### config.mk
export PLATFORM = sky130hd
export DESIGN_NAME = uart_rx
export DESIGN_NICKNAME = d
export VERILOG_FILES = /design/src/rtl/uart_pkg.sv /design/src/rtl/uart_rx_fifo.sv /design/src/rtl/uart_rx.sv
export SDC_FILE = /design/constraint.sdc
export NUM_CORES = 1
export LEC_CHECK = 0
export CORE_ASPECT_RATIO = 1.25
export CORE_MARGIN = 2
export CORE_UTILIZATION = 41
export DETAILED_ROUTE_END_ITERATION = 8
export GPL_ROUTABILITY_DRIVEN = 1
export PLACE_DENSITY_LB_ADDON = 0.12
export SLEW_MARGIN = 20
export SYNTH_ARGS = -nofsm -noshare
export SYNTH_HDL_FRONTEND = slang
export SYNTH_SLANG_ARGS = --single-unit
### constraint.sdc
create_clock -name clk -period 4.32 [get_ports clk]
set_input_delay 1.08 -clock clk [delete_from_list [all_inputs] [get_ports clk]]
set_output_delay 1.08 -clock clk [all_outputs]
set_load 0.02 [all_outputs]
### src/rtl/uart_pkg.sv
// Shared UART definitions: receiver state encoding, default line settings, bit-period helper.
package uart_pkg;

    localparam int CLK_FREQ_DEFAULT = 100_000_000;
    localparam int BAUD_DEFAULT     = 115_200;

    typedef enum logic [2:0] {
        IDLE,
        START,
        DATA,
        PARITY,
        STOP,
        BREAK
    } rx_state_t;

    function automatic int clk_per_bit(input int freq, input int baud);
        return freq / baud;
    endfunction

endpackage

### src/rtl/uart_rx_fifo.sv
// uart_rx_fifo: generic first-word-fall-through synchronous FIFO (RX byte buffer, reusable on the TX side).
// Latency: a push is visible at head_dat/!empty on the cycle after the write edge.
// Backpressure: push while full is ignored unless a pop happens in the same cycle; pop while empty is ignored.
module uart_rx_fifo #(
    parameter int DEPTH = 16,
    parameter int WIDTH = 8
) (
    input  logic                     clk,
    input  logic                     rst_n,
    input  logic                     push,
    input  logic [WIDTH-1:0]         push_dat,
    input  logic                     pop,
    output logic [WIDTH-1:0]         head_dat,
    output logic                     full,
    output logic                     empty,
    output logic [$clog2(DEPTH):0]   count
);

    localparam int AW = $clog2(DEPTH);

    logic [WIDTH-1:0] mem_q [DEPTH];
    logic [AW-1:0]    wr_ptr_q;
    logic [AW-1:0]    rd_ptr_q;
    logic [AW:0]      count_q;
    logic             do_push;
    logic             do_pop;

    assign empty    = (count_q == '0);
    assign full     = (count_q == (AW+1)'(DEPTH));
    assign do_pop   = pop && !empty;
    // A pop in the same cycle frees the slot, so a full FIFO can still accept.
    assign do_push  = push && (!full || do_pop);
    assign head_dat = empty ? '0 : mem_q[rd_ptr_q];
    assign count    = count_q;

    always_ff @(posedge clk) begin
        if (do_push) begin
            mem_q[wr_ptr_q] <= push_dat;
        end
    end

    always_ff @(posedge clk or negedge rst_n) begin
        if (!rst_n) begin
            wr_ptr_q <= '0;
            rd_ptr_q <= '0;
            count_q  <= '0;
        end else begin
            if (do_push) begin
                wr_ptr_q <= wr_ptr_q + AW'(1);
            end
            if (do_pop) begin
                rd_ptr_q <= rd_ptr_q + AW'(1);
            end
            case ({do_push, do_pop})
                2'b10:   count_q <= count_q + (AW+1)'(1);
                2'b01:   count_q <= count_q - (AW+1)'(1);
                default: count_q <= count_q;
            endcase
        end
    end

endmodule

### src/rtl/uart_rx.sv
// uart_rx: 8N1 UART receiver into a FWFT byte FIFO; defining UART_RX_PARITY_EN adds an even-parity bit and parity_error.
// Latency: CLK_PER_BIT/2 + 9*CLK_PER_BIT + 4 clocks from rx falling edge to data_valid (~9.5 bit times).
// Backpressure: data_valid/data_ready pop the head; a byte arriving to a full FIFO with no pop is dropped and sets overflow.
module uart_rx
    import uart_pkg::*;
#(
    parameter int CLK_FREQ    = CLK_FREQ_DEFAULT,
    parameter int BAUD        = BAUD_DEFAULT,
    parameter int CLK_PER_BIT = clk_per_bit(CLK_FREQ, BAUD),
    parameter int FIFO_DEPTH  = 16
) (
    input  logic                          clk,
    input  logic                          rst_n,
    input  logic                          rx,
    output logic [7:0]                    data_out,
    output logic                          data_valid,
    input  logic                          data_ready,
    output logic [$clog2(FIFO_DEPTH):0]   fifo_count,
    output logic                          frame_error,
    output logic                          overflow,
    input  logic                          clear_status
`ifdef UART_RX_PARITY_EN
    ,
    output logic                          parity_error
`endif
);

    localparam int CW = $clog2(CLK_PER_BIT);
    localparam logic [CW-1:0] HALF_LOAD = CW'(CLK_PER_BIT/2 - 1);
    localparam logic [CW-1:0] FULL_LOAD = CW'(CLK_PER_BIT - 1);

    logic            rx_meta_q;
    logic            rx_s_q;
    rx_state_t       state_q;
    logic [CW-1:0]   cnt_q;
    logic [2:0]      bit_idx_q;
    logic [7:0]      shift_q;
    logic            push_q;
    logic            frame_error_q;
    logic            overflow_q;
    logic            fifo_full;
    logic            fifo_empty;
    logic            pop_eff;
    logic            drop;
`ifdef UART_RX_PARITY_EN
    logic            par_bad_q;
    logic            par_set_q;
    logic            parity_error_q;
`endif

    always_ff @(posedge clk or negedge rst_n) begin
        if (!rst_n) begin
            rx_meta_q <= 1'b1;
            rx_s_q    <= 1'b1;
        end else begin
            rx_meta_q <= rx;
            rx_s_q    <= rx_meta_q;
        end
    end

    always_ff @(posedge clk or negedge rst_n) begin
        if (!rst_n) begin
            state_q       <= IDLE;
            cnt_q         <= '0;
            bit_idx_q     <= '0;
            shift_q       <= '0;
            push_q        <= 1'b0;
            frame_error_q <= 1'b0;
`ifdef UART_RX_PARITY_EN
            par_bad_q     <= 1'b0;
            par_set_q     <= 1'b0;
`endif
        end else begin
            push_q        <= 1'b0;
            frame_error_q <= 1'b0;
`ifdef UART_RX_PARITY_EN
            par_set_q     <= 1'b0;
`endif
            case (state_q)
                IDLE: begin
                    if (!rx_s_q) begin
                        state_q <= START;
                        cnt_q   <= HALF_LOAD;
                    end
                end
                START: begin
                    if (cnt_q != '0) begin
                        cnt_q <= cnt_q - 1'b1;
                    end else if (rx_s_q) begin
                        state_q <= IDLE;
                    end else begin
                        state_q   <= DATA;
                        cnt_q     <= FULL_LOAD;
                        bit_idx_q <= '0;
                    end
                end
                DATA: begin
                    if (cnt_q != '0) begin
                        cnt_q <= cnt_q - 1'b1;
                    end else begin
                        shift_q <= {rx_s_q, shift_q[7:1]};
                        cnt_q   <= FULL_LOAD;
                        if (bit_idx_q == 3'd7) begin
`ifdef UART_RX_PARITY_EN
                            state_q <= PARITY;
`else
                            state_q <= STOP;
`endif
                        end else begin
                            bit_idx_q <= bit_idx_q + 1'b1;
                        end
                    end
                end
`ifdef UART_RX_PARITY_EN
                PARITY: begin
                    if (cnt_q != '0) begin
                        cnt_q <= cnt_q - 1'b1;
                    end else begin
                        par_bad_q <= (rx_s_q != ^shift_q);
                        par_set_q <= (rx_s_q != ^shift_q);
                        cnt_q     <= FULL_LOAD;
                        state_q   <= STOP;
                    end
                end
`endif
                STOP: begin
                    if (cnt_q != '0) begin
                        cnt_q <= cnt_q - 1'b1;
                    end else if (rx_s_q) begin
                        // Leave mid-stop-bit so a back-to-back start edge is not missed.
`ifdef UART_RX_PARITY_EN
                        push_q <= !par_bad_q;
`else
                        push_q <= 1'b1;
`endif
                        state_q <= IDLE;
                    end else begin
                        frame_error_q <= 1'b1;
                        state_q       <= BREAK;
                    end
                end
                BREAK: begin
                    if (rx_s_q) begin
                        state_q <= IDLE;
                    end
                end
                default: state_q <= IDLE;
            endcase
        end
    end

    uart_rx_fifo #(
        .DEPTH (FIFO_DEPTH),
        .WIDTH (8)
    ) u_fifo (
        .clk      (clk),
        .rst_n    (rst_n),
        .push     (push_q),
        .push_dat (shift_q),
        .pop      (data_ready),
        .head_dat (data_out),
        .full     (fifo_full),
        .empty    (fifo_empty),
        .count    (fifo_count)
    );

    assign data_valid = !fifo_empty;
    assign pop_eff    = data_ready && !fifo_empty;
    assign drop       = push_q && fifo_full && !pop_eff;

    // Set has priority over clear so a drop coinciding with clear_status is not lost.
    always_ff @(posedge clk or negedge rst_n) begin
        if (!rst_n) begin
            overflow_q <= 1'b0;
        end else if (drop) begin
            overflow_q <= 1'b1;
        end else if (clear_status) begin
            overflow_q <= 1'b0;
        end
    end

`ifdef UART_RX_PARITY_EN
    always_ff @(posedge clk or negedge rst_n) begin
        if (!rst_n) begin
            parity_error_q <= 1'b0;
        end else if (par_set_q) begin
            parity_error_q <= 1'b1;
        end else if (clear_status) begin
            parity_error_q <= 1'b0;
        end
    end

    assign parity_error = parity_error_q;
`endif

    assign frame_error = frame_error_q;
    assign overflow    = overflow_q;

endmodule

---- After elaboration in Yosys (flattened, before gate mapping) ----
Memory sizes are Yosys's and may differ from the RTL's.
Index checks and enable logic that the tools add are counted.
word-level totals
  register bits ........................... 42
  RAM bits ................................ 128
  input bits .............................. 5
  output and inout bits ................... 16
  logic and storage cells ................. 89
  memories kept ........................... 1
cells by class
  add/subtract/negate cells ............... 6
  eq/ne operators ......................... 18
  muxes and demuxes ....................... 32
  bitwise operators ....................... 1
  reductions and logical operators ........ 19
memories
  name          words  width  rd ports  clocked after memory_dff  write ports  line                source
  u_fifo.mem_q  16     8      1         0                         1            uart_rx_fifo.sv:21  logic [WIDTH-1:0] mem_q [DEPTH];
operator list
  kind                                                                  count
  10-bit 2-to-1 mux                                                     5
  10-bit case mux with 4 select lines                                   1
  3-bit 2-to-1 mux                                                      11
  2-bit != test, second input constant                                  9
  3-bit case mux with 5 select lines                                    1
  1-bit 2-to-1 mux                                                      10
  5-bit case mux with 2 select lines                                    1
  10-bit nonzero test                                                   1
  10-bit by 1-bit subtractor with 10-bit output, second input constant  1
  3-bit equality test, second input constant                            3
  4-bit by 1-bit adder with 4-bit output, second input constant         2
  8-bit 2-to-1 mux                                                      1
  3-bit case mux with 2 select lines                                    1
  6-bit AND reduction                                                   1
  2-bit nonzero test                                                    3
  5-bit by 1-bit adder with 5-bit output, second input constant         1
  5-bit equality test, second input constant                            1
  5-bit zero test                                                       1
  5-bit AND reduction                                                   1
  5-bit by 1-bit subtractor with 5-bit output, second input constant    1
  1-bit logical AND                                                     4
  4-bit AND reduction                                                   1
  4-bit nonzero test                                                    1
  3-bit by 1-bit adder with 3-bit output, second input constant         1
  other kinds (11)                                                      13

---- Logic depth before layout (Yosys ltp) ----
  depth after elaboration ................. 7
  gate-level depth with buffers ........... 10
  mapped depth without buffers ............ 10

---- Hierarchy ----
Synthesis repeated with hierarchy kept, for this count alone.
second synthesis, totals
  cell total of the unflattened synthesis .. 441
  area total of the unflattened synthesis .. 7419.6 µm²
modules (own cells, without submodules)
  module        instances  cells an instance  area each (µm²)  seq. area each (µm²)
  uart_rx_fifo  1          302                5878.1           4169.0
  uart_rx       1          139                1541.5           728.2

---- Worst setup path after synthesis ----
No wires, ideal clock.
  path type ............................... reg-to-output
  start point ............................. register u_fifo.count_q[0], in the netlist u_fifo.count[0]
  end point ............................... output data_out[0]
  data arrival time ....................... 1755 ps
  required time ........................... 3240 ps
  setup slack ............................. 1485 ps
  cell stages (with the launch flop) ...... 6
  buffers on the path ..................... 1
  path through ............................ dfrtp_1 -> nor4_1 -> nand2b_1 -> nand2b_1 -> clkbuf_1 -> o22ai_1
on the way
  word-level cells in the longest chain between the ends .. 2
RTL lines
  item                    line                source
  start, declared         uart_rx_fifo.sv:24  logic [AW:0] count_q;
  start signal, assigned  uart_rx_fifo.sv:55  2'b10: count_q <= count_q + (AW+1)'(1);
  start signal, assigned  uart_rx_fifo.sv:56  2'b01: count_q <= count_q - (AW+1)'(1);
  start signal, assigned  uart_rx_fifo.sv:57  default: count_q <= count_q;
  5-bit zero test         uart_rx_fifo.sv:28  assign empty = (count_q == '0);
  8-bit 2-to-1 mux        uart_rx_fifo.sv:33  assign head_dat = empty ? '0 : mem_q[rd_ptr_q];
  end, declared           uart_rx.sv:15       output logic [7:0] data_out,
No other way between the ends.

---- Final worst setup path ----
  start point ............................. register u_fifo.rd_ptr_q[0]
  end point ............................... output data_out[2]
on the way
  word-level cells in the longest chain between the ends .. 2
RTL lines
  item                    line                source
  start, declared         uart_rx_fifo.sv:23  logic [AW-1:0] rd_ptr_q;
  start signal, assigned  uart_rx_fifo.sv:52  rd_ptr_q <= rd_ptr_q + AW'(1);
  memory 16 x 8 bit       n/a
  8-bit 2-to-1 mux        uart_rx_fifo.sv:33
No other way between the ends.

==> metrics.md <==
| Metric | Value |
|---|---|
| Post-CTS Setup Bufs | 0 |
| Fmax | 258 MHz |
| Post-synthesis to final-layout area growth | 15.8% |
| Number of enable flip-flop cells after synthesis | ~130 |
| Antenna Cells | 0 |
| Avg WL per Cell | about 20 um |
| Max-Cap Viols | 0 |
| First-pass GRT wire length | between 20000 and 25000 um |
| Yosys top cell by area | edfxtp_1 |
| # IOs | 21 |
| CTS tree | built |
| Crit. Startpoint | u_fifo.rd_ptr_q[0] |
| Vias in the first global route | between 3000 and 4000 |
| Worst Clk Skew | around 0.0070 ns |
| Post-Syn Nets | between 400 and 500 |
| Yosys top cell area share | a little over half |
| DR DRC count | 0 |
| Synth Instances | ~430 |
| Slew Limit Fails | 0 |
| Post-synthesis sequential area ratio | approximately 69% |
| Synth warn | 0 |
| Period utilization | approximately nine tenths |
| CP top delay family | buffers and inverters |
| CTS Root Cell | clkbuf_16 |
| Status | completed |
| Fill count | roughly 1500 |
| Critical path buffers and inverters | 3 |
| Drt pass-1 iters | 4 |
| DR vias/cell | 5.49 |
| Layout cells sized above 1 | 23.1% |
| Reg-to-Reg End | u_fifo.count[4] |
| Startpoint types | register |
| Core box area | 16900 sq um |
| Post-synth top cells | edfxtp_1 (128), dfrtp_1 (40), mux4_2 (32) |
| Total number of vias | about 3800 |
| Crit path max fanout | 21 |
| Slew margin rel. | 58.4% |
| Main combinational cell family by area after synthesis | multiplexers |
| Register area | between 4000 and 5000 sq um |
| Worst Path Arrival | approximately 2.8 ns |
| CTS Hold Buffers Added | 0 |
| Final hold slack | around 0.36 ns |
| Mapped Area | around 7100 sq um |
| Adder-cell share of the synthesized area | approximately 1.8% |
| Leakage | 3.23 nW |
| Async S/R FF share, synth | 24.7% |
| Synth top area cells | edfxtp_1 (54%), dfrtp_1 (14%), mux4_2 (10%), mux2i_1 (2.4%), ha_1 (1.8%) |
| Core Rows | 53 |
| Min Clock Period, post-route | ~3.9 ns |
| CP Depth | 6 |
| Crit-path cells | buf_12 -> buf_4 -> mux4_2 -> mux2i_1 -> o22ai_1 -> clkdlybuf4s50_1 |
| # resized after CTS | 0 |
| Cts bufs inserted | 17 |
| Post-synthesis xor/xnor area fraction | 1.11% |
| Clk buf depth | 2 |
| Largest net degree at the start of global routing | 43 |
| Initial Util | around two fifths |
| Syn avg cell area | 16.6 sq um |
| Peak supply drop | between 0.3 and 0.4 mV |
| CP Capture Type | output port |
| Critical Path Sink | data_out[2] |
| GRT Overall Usage | between 10% and 20% |
| R2r setup slk | about 1.8 ns |
| Multi-input gate area | just over 2000 sq um |
| Iter 0 DRT Violations | between 200 and 300 |
| Hold WC Path Type | reg2reg |
| DP HPWL | between 9000 and 10000 um |
| Slowest CP cell | dfrtp_2 |
| Register-to-Register Path Depth | 10 |
| Antenna viol nets, final | 0 |
| Setup TNS | 0 ns |
| Die span in y | between 150 and 200 um |
| Slew @ Worst Pin | around 0.62 ns |
| Worst r2r src | u_fifo.count[0] |
| Clk sinks | 170 |
| Max incr delay on CP | ~0.57 ns |
| PD cells | roughly 480 nW/um^2 |
| Synth Area in Simple Gates | under 10% |
| Primary FF master, synth | edfxtp_1 |
| RD Place Congestion | 0.760 |
| Compound-Gate Fraction of Synth Area | 5.24% |
| Final wirelength | around 14000 um |
| Hold Vio Cnt, Final | 0 |
| RSZ-0062 raised after global routing | false |
| Most frequent cell after synthesis | edfxtp_1 |
| # nets final | between 400 and 500 |
| Total grt overflow | 0 |
| WS Path Type | reg2out |
| Width of the die | around 120 um |
| Post-synthesis mux area share | approximately 14% |
| Worst-path clk slew | about 0.06 ns |
| Seq cells post-synth | 170 |
| Synth cell types | 49 |
| Initial antenna violation count | 0 |
| Final setup fails | 0 |
| Clk_lat worst skew | around 0.42 ns |
| Die footprint | 18400 sq um |
| CP Data Required Time | roughly 3.2 ns |
| Port buffer count | 20 |
| Htree depth | 4 |
-- logic make-up (layout without fill, tap and decap cells) --
group,after synthesis,in the layout
flops,170,170
mux,60,60
buf+inv,26,80
simple gates,94,94
compound gates,58,58
xor+xnor,9,9
fa+ha+maj,10,10
-- metal layers --
layer  GRT usage [%]  part of all wire, %  up-vias
met4            5.11                  1.3        0
li1                -                    -     1756
met5               0                    0        -
met1            21.3                   44     2016
met2            28.1                   52       62
met3            4.03                  2.5       14
-- worst register-to-register path, delay by kind of cell (launching register included) --
| family | cells | cell delay (ns) |
|---|---|---|
| AOI/OAI and AO/OA | 5 | 0.83 |
| and+or+nand+nor | 4 | 0.92 |
| DFF | 1 | 0.46 |
| adders and majority gates | 1 | 0.21 |
-- flip-flops by register name, indices dropped and copies added (netlist names) --
register and cells:
u_fifo.rd_ptr_q 4, rx_s_q 1, cnt_q 10, push_q 1
state_q 3, rx_meta_q 1, shift_q 8, frame_error 1
overflow 1, u_fifo.wr_ptr_q 4, bit_idx_q 3, u_fifo.count 5
u_fifo.mem_q 128
-- worst min path at each step --
stage          slack [ns]     end  cells after the start  startpoint
6_report             0.36  rx_s_q                      0   rx_meta_q
4_1_cts              0.36  rx_s_q                      0   rx_meta_q
5_1_grt              0.36  rx_s_q                      0   rx_meta_q
2_1_floorplan        0.35  rx_s_q                      0   rx_meta_q
3_3_place_gp         0.35  rx_s_q                      0   rx_meta_q
3_5_place_dp         0.35  rx_s_q                      0   rx_meta_q
-- report_power, final --
group          total [mW]  switching [mW]  internal, mW
registers            1.88          0.0948          1.79
logic               0.659           0.346         0.313
clock network        1.44           0.630         0.809
-- cells in the final DEF (no fill, tap or decap), drive strengths merged, types with 7 or more instances in the layout --
cell	netlist	final
a21oi	13	13
buf	10	21
clkbuf	8	21
clkdlybuf4s50	0	19
dfrtp	40	40
edfxtp	128	128
ha	10	10
inv	8	12
mux2	11	11
mux2i	17	17
mux4	32	32
nand2	20	20
nand2b	10	10
nor2	23	23
nor3	15	15
o21ai	19	19
o22ai	10	10
xnor2	7	7
-- layout make-up --
type	instances	share of cell area (%)
Clock buffer	21	5.87
Clock inverter	11	1.04
Inverter	8	0.366
Multi-Input combinational cell	231	25.3
Sequential cell	170	59.7
Tap cell	220	3.35
Timing Repair Buffer	40	4.39
-- metrics by stage --
| stage | std cells | worst slack (ns) | instance area, sq um | util, % | power, mW |
|---|---|---|---|---|---|
| 2_1_floorplan | 427 | 1.49 | 7090 | - | 2.38 |
| 3_3_place_gp | 669 | 0.859 | 7640 | 45.2 | 2.58 |
| 3_5_place_dp | 669 | 0.835 | 7640 | 45.2 | 2.59 |
| 4_1_cts | 701 | 0.368 | 8200 | 48.5 | 4.03 |
| 5_1_grt | 701 | 0.170 | 8210 | 48.5 | 4.15 |
| 6_report | 701 | 0.447 | 8210 | 48.5 | 3.98 |
No activity file was read; power rests on OpenSTA's default activity.
